### src/rtl/phys_free_list_if.sv
// Handshake bundle between the rename stage and the physical register free list.
// master: rename/retire side that requests tags and returns them.
// slave:  the free list itself.
interface phys_free_list_if #(
  parameter int PW = 6
);
  logic          alloc_req;
  logic          alloc_ready;
  logic [PW-1:0] alloc_reg;
  logic          commit_valid;
  logic          release_valid;
  logic [PW-1:0] release_reg;
  logic          flush;
  logic [PW-1:0] free_count;
  logic [PW-1:0] spec_count;
  logic          error;

  modport master (
    output alloc_req,
    output commit_valid,
    output release_valid,
    output release_reg,
    output flush,
    input  alloc_ready,
    input  alloc_reg,
    input  free_count,
    input  spec_count,
    input  error
  );

  modport slave (
    input  alloc_req,
    input  commit_valid,
    input  release_valid,
    input  release_reg,
    input  flush,
    output alloc_ready,
    output alloc_reg,
    output free_count,
    output spec_count,
    output error
  );
endinterface

### src/rtl/phys_free_list.sv
// Physical register free list for register renaming.
// Circular buffer of free tags with three wrap-bit pointers:
//   head  - next tag handed to rename (speculative allocation point)
//   rhead - oldest uncommitted allocation; flush rewinds head back here
//   tail  - where retired (previous-mapping) tags are returned
// [rhead, head) are speculatively allocated tags, [head, tail) are free.
// Because flush only moves head, speculative tags reappear at the list head
// in their original order after a flush.
module phys_free_list #(
  parameter int NUM_PHYS = 64,
  parameter int NUM_ARCH = 32,
  parameter int PW       = 6
) (
  input  logic           CLK,
  input  logic           RESET,
  phys_free_list_if.slave bus
);

  localparam int DEPTH = NUM_PHYS - NUM_ARCH;
  localparam int AW    = $clog2(DEPTH);
  localparam int PTR_W = AW + 1;

  localparam logic [PTR_W-1:0] PTR_ONE   = PTR_W'(1);
  localparam logic [PTR_W-1:0] PTR_ZERO  = '0;
  localparam logic [PTR_W-1:0] PTR_DEPTH = PTR_W'(DEPTH);
  localparam logic [PW-1:0]    TAG_ZERO  = '0;

  logic [PW-1:0]    entry [DEPTH];
  logic [PTR_W-1:0] head;
  logic [PTR_W-1:0] rhead;
  logic [PTR_W-1:0] tail;
  logic             err_q;

  logic [PTR_W-1:0] free_cnt;
  logic [PTR_W-1:0] spec_cnt;
  logic [PTR_W-1:0] rhead_nxt;
  logic [PTR_W-1:0] head_nxt;
  logic             alloc_fire;
  logic             commit_fire;
  logic             release_fire;
  logic             release_nz;
  logic             list_full;
  logic             err_set;

  // Occupancy, handshake decisions and next-pointer values from registered state.
  always_comb begin
    free_cnt     = tail - head;
    spec_cnt     = head - rhead;
    list_full    = (free_cnt == PTR_DEPTH);
    release_nz   = (bus.release_reg != TAG_ZERO);

    bus.alloc_ready = (free_cnt != PTR_ZERO) && !bus.flush;
    bus.alloc_reg   = entry[head[AW-1:0]];
    bus.free_count  = PW'(free_cnt);
    bus.spec_count  = PW'(spec_cnt);
    bus.error       = err_q;

    alloc_fire   = bus.alloc_req && bus.alloc_ready;
    commit_fire  = bus.commit_valid && (spec_cnt != PTR_ZERO);
    // Tag 0 is the hardwired zero register and never enters the list.
    release_fire = bus.release_valid && release_nz && !list_full;
    err_set      = (bus.commit_valid && (spec_cnt == PTR_ZERO)) ||
                   (bus.release_valid && release_nz && list_full);

    rhead_nxt = commit_fire ? (rhead + PTR_ONE) : rhead;
    // Flush rewinds to the committed head including this cycle's commit.
    if (bus.flush) begin
      head_nxt = rhead_nxt;
    end else if (alloc_fire) begin
      head_nxt = head + PTR_ONE;
    end else begin
      head_nxt = head;
    end
  end

  // Pointer and sticky error registers.
  always_ff @(posedge CLK or negedge RESET) begin
    if (!RESET) begin
      head  <= PTR_ZERO;
      rhead <= PTR_ZERO;
      tail  <= PTR_DEPTH;
      err_q <= 1'b0;
    end else begin
      head  <= head_nxt;
      rhead <= rhead_nxt;
      if (release_fire) begin
        tail <= tail + PTR_ONE;
      end
      if (err_set) begin
        err_q <= 1'b1;
      end
    end
  end

  // Tag storage: preloaded with the non-architectural tags, written at tail on release.
  always_ff @(posedge CLK or negedge RESET) begin
    if (!RESET) begin
      for (int i = 0; i < DEPTH; i++) begin
        entry[i] <= PW'(NUM_ARCH + i);
      end
    end else if (release_fire) begin
      entry[tail[AW-1:0]] <= bus.release_reg;
    end
  end

endmodule

### src/flat_wrapper.sv
// flat-port wrapper written by rule: the top's interface ports become plain ports
module phys_free_list_flat 
#(
  parameter int NUM_PHYS = 64,
  parameter int NUM_ARCH = 32,
  parameter int PW       = 6
)
  (CLK, RESET, bus_alloc_req, bus_commit_valid, bus_release_valid, bus_release_reg, bus_flush, bus_alloc_ready, bus_alloc_reg, bus_free_count, bus_spec_count, bus_error);
  phys_free_list_if #(.PW(PW)) bus_i ();
  input  logic CLK;
  input  logic RESET;
  input wire logic [$bits(bus_i.alloc_req)-1:0] bus_alloc_req;
  input wire logic [$bits(bus_i.commit_valid)-1:0] bus_commit_valid;
  input wire logic [$bits(bus_i.release_valid)-1:0] bus_release_valid;
  input wire logic [$bits(bus_i.release_reg)-1:0] bus_release_reg;
  input wire logic [$bits(bus_i.flush)-1:0] bus_flush;
  output wire logic [$bits(bus_i.alloc_ready)-1:0] bus_alloc_ready;
  output wire logic [$bits(bus_i.alloc_reg)-1:0] bus_alloc_reg;
  output wire logic [$bits(bus_i.free_count)-1:0] bus_free_count;
  output wire logic [$bits(bus_i.spec_count)-1:0] bus_spec_count;
  output wire logic [$bits(bus_i.error)-1:0] bus_error;
  assign bus_i.alloc_req = bus_alloc_req;
  assign bus_i.commit_valid = bus_commit_valid;
  assign bus_i.release_valid = bus_release_valid;
  assign bus_i.release_reg = bus_release_reg;
  assign bus_i.flush = bus_flush;
  assign bus_alloc_ready = bus_i.alloc_ready;
  assign bus_alloc_reg = bus_i.alloc_reg;
  assign bus_free_count = bus_i.free_count;
  assign bus_spec_count = bus_i.spec_count;
  assign bus_error = bus_i.error;
  phys_free_list #(.NUM_PHYS(NUM_PHYS), .NUM_ARCH(NUM_ARCH), .PW(PW)) u_core (.CLK(CLK), .RESET(RESET), .bus(bus_i));
endmodule
### config.mk
export PLATFORM = sky130hd
export DESIGN_NAME = phys_free_list_flat
export DESIGN_NICKNAME = d
export VERILOG_FILES = /design/src/rtl/phys_free_list_if.sv /design/src/rtl/phys_free_list.sv /design/src/flat_wrapper.sv
export SDC_FILE = /design/constraint.sdc
export NUM_CORES = 1
export LEC_CHECK = 0
export ABC_AREA = 1
export CAP_MARGIN = 10
export CORE_AREA = 2 2 170 172
export CTS_CLUSTER_DIAMETER = 30
export DETAILED_ROUTE_END_ITERATION = 10
export DIE_AREA = 0 0 172 174
export GPL_TIMING_DRIVEN = 1
export PLACE_DENSITY = 0.51
export SLEW_MARGIN = 10
export SYNTH_ARGS = -nofsm -noshare
export SYNTH_HDL_FRONTEND = slang
export SYNTH_SLANG_ARGS = --single-unit
### constraint.sdc
create_clock -name CLK -period 8 [get_ports CLK]
set_input_delay 1.6 -clock CLK [delete_from_list [all_inputs] [get_ports CLK]]
set_output_delay 1.6 -clock CLK [all_outputs]
set_load 0.01 [all_outputs]
-- Word-level counts from Yosys, hierarchy flattened
Index checks and enable logic that the tools add are counted.
- bits in registers: 211
- bits in latches: 0
- bits in writable memories: 0
- ROM bits: 0
- bits of input ports: 12
- output and inout bits: 20
- logic and storage cells: 72
- memories: 0
- add/sub/neg operators: 5
- multiply operators: 0
- divide/modulo/power cells: 0
- order comparisons: 3
- eq/ne operators: 1
- shifts and indexed selects: 0
- muxes and demuxes: 9
- bitwise operators: 2
- reduce and logical (&&, ||, !) cells: 16
- operators by type and width (operator ; count):
    bitwise mux 192 bit ; 1
    two-way mux 6 bit ; 6
    binary-select mux 6 bit (select 5 bit) ; 1
    demux 6 bit (select 5 bit) ; 1
    adder 6 x 1 -> 6 bit (second input constant) ; 3
    nonzero test 6 bit ; 3
    greater-or-equal comparator 6 bit (second input constant) ; 2
    NOT 5 -> 6 bit ; 2
    subtractor 6 bit ; 2
    logical AND 1 bit ; 8
    equality test 6 bit (second input constant) ; 1
    logical NOT 6 bit ; 1
    less-than comparator 6 x 1 -> 1 bit (second input constant) ; 1
    logical NOT 1 bit ; 2
    nonzero test 2 bit ; 1
    logical OR 1 bit ; 1

-- Logic depth before layout (Yosys ltp)
- word-level depth: 6
- gate-level depth with buffers: 19

-- Worst setup path before layout
Ideal clock, no wire load.
- path type: input port to output port
- start: in bus_flush
- end: out bus_alloc_ready
- arrival time: 1.995 ns
- required time: 6.400 ns
- slack: 4.405 ns
- stages on the path: 2
- buffers on the path: 1
- cell sequence: clkbuf_1 -> a21oi_1
- cells in the longest elaborated chain, start to end: 2
- ends and longest elaborated chain (what ; line ; RTL):
    start: declaration ; flat_wrapper.sv:16 ; input wire logic [$bits(bus_i.flush)-1:0] bus_flush;
    logical NOT 1 bit ; phys_free_list.sv:52 ; bus.alloc_ready = (free_cnt != PTR_ZERO) && !bus.flush;
    logical AND 1 bit ; phys_free_list.sv:52 ;
    end: declaration ; flat_wrapper.sv:17 ; output wire logic [$bits(bus_i.alloc_ready)-1:0] bus_alloc_ready;
Every way passes these cells.

-- Worst setup path in the final report
- start: reg u_core.head[0]
- end: out bus_spec_count[4]
- cells in the longest elaborated chain, start to end: 1
- ends and longest elaborated chain (what ; line ; RTL):
    start: declaration ; phys_free_list.sv:29 ; logic [PTR_W-1:0] head;
    start signal: assignment ; phys_free_list.sv:84 ; head <= head_nxt;
    subtractor 6 bit ; phys_free_list.sv:48 ; spec_cnt = head - rhead;
    end: declaration ; flat_wrapper.sv:20 ; output wire logic [$bits(bus_i.spec_count)-1:0] bus_spec_count;
Every way passes these cells.

==> flow_summary.ini <==
[finish]
multi_input_comb_area_um2 = 4800
seqCellArea_um2 = 5420
finish.utilization_pct = 46.5
layout.cells.most_common_list = sky130_fd_sc_hd__nand2_1, sky130_fd_sc_hd__nor2_1, sky130_fd_sc_hd__o21ai_1
fin_cells = 1747
fill_cells = 2854
post_route_cells_drive_above_1_share_pct = 19.1
finalInstanceArea_um2 = 13100
final_net_count = 1352
final_common_cell = sky130_fd_sc_hd__nand2_1
num_antenna_cells = 0
flow.area_growth_from_synthesis_pct = 18.7

[yosys]
synth-edff-count = 0
synth.yosys.warnings = 0
synth-simple-area-share_pct = 23.0
synth_fa_ha_area_share_pct = 2.17
synth_xor_xnor_area_share_pct = 0.792
synth-main-ff-cell = sky130_fd_sc_hd__dfstp_2
synth_seq_area_share_pct = 49.0
synth.distinct_cells = 37
synthesis.nets = 1345
syn-instance-count = 1315
synth_top_family_by_area = simple AND/OR/NAND/NOR gates
post_synthesis_average_cell_area_um2 = 8.41
synthArstFlopShare_pct = 100
muxShareOfSynthArea_pct = 0
mappedNetlistArea_um2 = 11100
synth.ff_latch_count = 211
compound_gate_portion_of_the_synthesized_area_pct = 17.5

[drt]
detail_route.drc_violations = 0
post_drt_wl_per_cell_um = 17.9
detail_route.iter0.violations = 635
avgViaCountPerCell = 5.16
drt_pre_antenna_iters = 6
route.antenna.remaining_nets = 0
finalWirelength_um = 31300
via_count = 9013

[clock_network]
cts_resized = 0
cts_tree = yes
post_cts_hold_buffers = 0
worst_setup_hold_path_clk_slew_ps = 50
cts.sink_count = 211
clock_tree.htree_level_count = 2
clk-insertion-delay-late_ps = 540
postCtsSetupBuffers = 0
cts_buffer_count = 52
ctsRootBufferMaster = sky130_fd_sc_hd__clkbuf_16
cts-root-to-sink-buffers = 3

[timing]
rsz0062_at_grt = no
slew_violations = 0
final.period_utilization_pct = 66.9
layout_setup_ws_ps = 2640
report.final.hold_viol_count = 0
final.setup_skew_ps = 8.85
fmax_ghz = 0.187
worstMarginPinSlew_ps = 930
fin_setup_tns_ps = 0
worst_rel_slew_slack_pct = 38.0
timing.final.setup_violations = 0
final_period_minus_worst_setup_slack_ps = 5360

[global_routing]
antenna_found_initial = 0
grt.total_usage_pct = 21.9
grt_max_degree = 110
first_global_vias = 9005
grt.overflow.total = 0
grt_first_pass_wirelength_um = 51200

[power]
powerDensity_nw_per_um2 = 496
power.share.clock_pct = 31.8
power.net_switching_uw = 2450
p_seq_share_pct = 29.8
vdd.ir_drop.worst_uv = 170
total_leakage_power_uw = 0.00549
intPower_uw = 4060
power_share_of_the_combinational_group_pct = 38.4
power.share.switching_pct = 37.6

[floorplanning]
die_height_um = 174
fp.dieArea_um2 = 29900
floorplan.rows = 62
start_util_pct = 39.2
die_x_um = 172
num_io_pins = 32
core_um2 = 28200

[worst_setup_path]
setup_crit_path_kind = reg -> out
required_ps = 6400
critical_path.endpoint_type = output port
worst_path_fanout_max = 57
worstPathArrival_ps = 3760
reg2reg_setup_slack_ps = 4170
worstSetupStartpointType = flop

[place]
global_placement_routability_congestion = 0.775
port_buffers = 31
post-dp-hpwl_um = 19200
postPlaceCellArea_um2 = 11400
place_inst = 1652
placement.setup.worst_slack_ps = 3210

[run]
max-cap-violations = 0

[outcome]
outcome = complete, no violations

[hold_path]
hold_path_class = reg -> reg
==> cells in the mapped netlist (3+ instances only) <==
master,count,share of area (%)
sky130_fd_sc_hd__nand2_1,278,9.4
sky130_fd_sc_hd__nor2_1,180,6.1
sky130_fd_sc_hd__o21ai_1,153,6.9
sky130_fd_sc_hd__o21ai_0,148,6.7
sky130_fd_sc_hd__dfstp_2,113,27
sky130_fd_sc_hd__dfrtp_1,98,22
sky130_fd_sc_hd__clkbuf_1,54,1.8
sky130_fd_sc_hd__inv_1,53,1.8
sky130_fd_sc_hd__nand3_1,51,2.3
sky130_fd_sc_hd__o22ai_1,38,2.2
sky130_fd_sc_hd__buf_6,28,2.9
sky130_fd_sc_hd__nand3_4,20,3.2
sky130_fd_sc_hd__ha_1,16,1.8
sky130_fd_sc_hd__buf_2,11,0.50
sky130_fd_sc_hd__a21oi_1,10,0.45
sky130_fd_sc_hd__xor2_1,9,0.71
sky130_fd_sc_hd__a31oi_1,7,0.40
sky130_fd_sc_hd__nand3_2,7,0.63
sky130_fd_sc_hd__nand2_2,6,0.34
sky130_fd_sc_hd__nand4_1,5,0.28
sky130_fd_sc_hd__inv_2,3,0.10
sky130_fd_sc_hd__nor3_1,3,0.14
sky130_fd_sc_hd__o211ai_1,3,0.20
sky130_fd_sc_hd__o21ai_2,3,0.24
==> final timing paths <==
kind                                                    from                      endpoint  cells after the start
min in group asynchronous                              RESET  u_core.bus.error$_DFFE_PN0P_                      1
max in group asynchronous                              RESET    u_core.head[1]$_DFFE_PN0P_                      2
worst max-delay path              u_core.head[0]$_DFFE_PN0P_             bus_spec_count[4]                     10
worst max register to register    u_core.head[0]$_DFFE_PN0P_    u_core.head[1]$_DFFE_PN0P_                     15
worst min-delay path            u_core.entry[95]$_DFFE_PN1P_  u_core.entry[95]$_DFFE_PN1P_                      2
worst min register to register  u_core.entry[95]$_DFFE_PN1P_  u_core.entry[95]$_DFFE_PN1P_                      2
==> worst max-delay path, stage by stage (launching register included) <==
cell and delay [ps]:
sky130_fd_sc_hd__dfrtp_2 380, sky130_fd_sc_hd__buf_4 310, sky130_fd_sc_hd__inv_2 470, sky130_fd_sc_hd__buf_4 480
sky130_fd_sc_hd__ha_1 230, sky130_fd_sc_hd__inv_1 60, sky130_fd_sc_hd__fa_1 400, sky130_fd_sc_hd__nand3_1 120
sky130_fd_sc_hd__nand3_1 80, sky130_fd_sc_hd__nand2_1 90, sky130_fd_sc_hd__clkdlybuf4s50_1 530
==> layout make-up <==
type / instances / area share [%]
multi-input cells: 952 / 36.6
inverters: 56 / 1.60
repair buffers: 49 / 3.42
clock inverters: 17 / 1.54
clock buffers: 78 / 11.8
well taps: 384 / 3.66
flip-flops and latches: 211 / 41.3
==> through the flow <==
| step | hold slack (ps) | power [uW] |
|---|---|---|
| 2_1_floorplan | 448 | 3610 |
| 3_3_place_gp | 459 | 4440 |
| 3_5_place_dp | 462 | 4460 |
| 4_1_cts | 469 | 6570 |
| 5_1_grt | 480 | 7010 |
| 6_report | 469 | 6500 |
==> cell families after synthesis <==
group / after synthesis
and+or+nand+nor: 557
AOI/OAI and AO/OA: 367
DFF: 211
buffers and inverters: 152
adders and majority gates: 18
xor gates and xnor gates: 10
==> power groups by stage <==
stage               Combinational [uW]  Sequential [uW]  Clock [uW]
floorplan                         1760             1850           0
global placement                  2500             1940           0
detailed placement                2520             1940           0
CTS                               2530             1940        2100
global route                      2850             2000        2160
finish                            2500             1940        2070
==> layer usage <==
layer	share of wire (%)	GRT usage, %	vias to the layer above
met5	0	0	-
met4	2.3	6.20	0
met3	5.0	3.55	52
met2	47	35.3	203
met1	46	30.5	4340
li1	-	-	4418
==> sequential cells by signal (all words and copies together), names as in the netlist <==
name,count
u_core.rhead,6
u_core.tail,6
u_core.entry,192
u_core.bus.error,1
u_core.head,6
(Power assumes the default switching activity.)
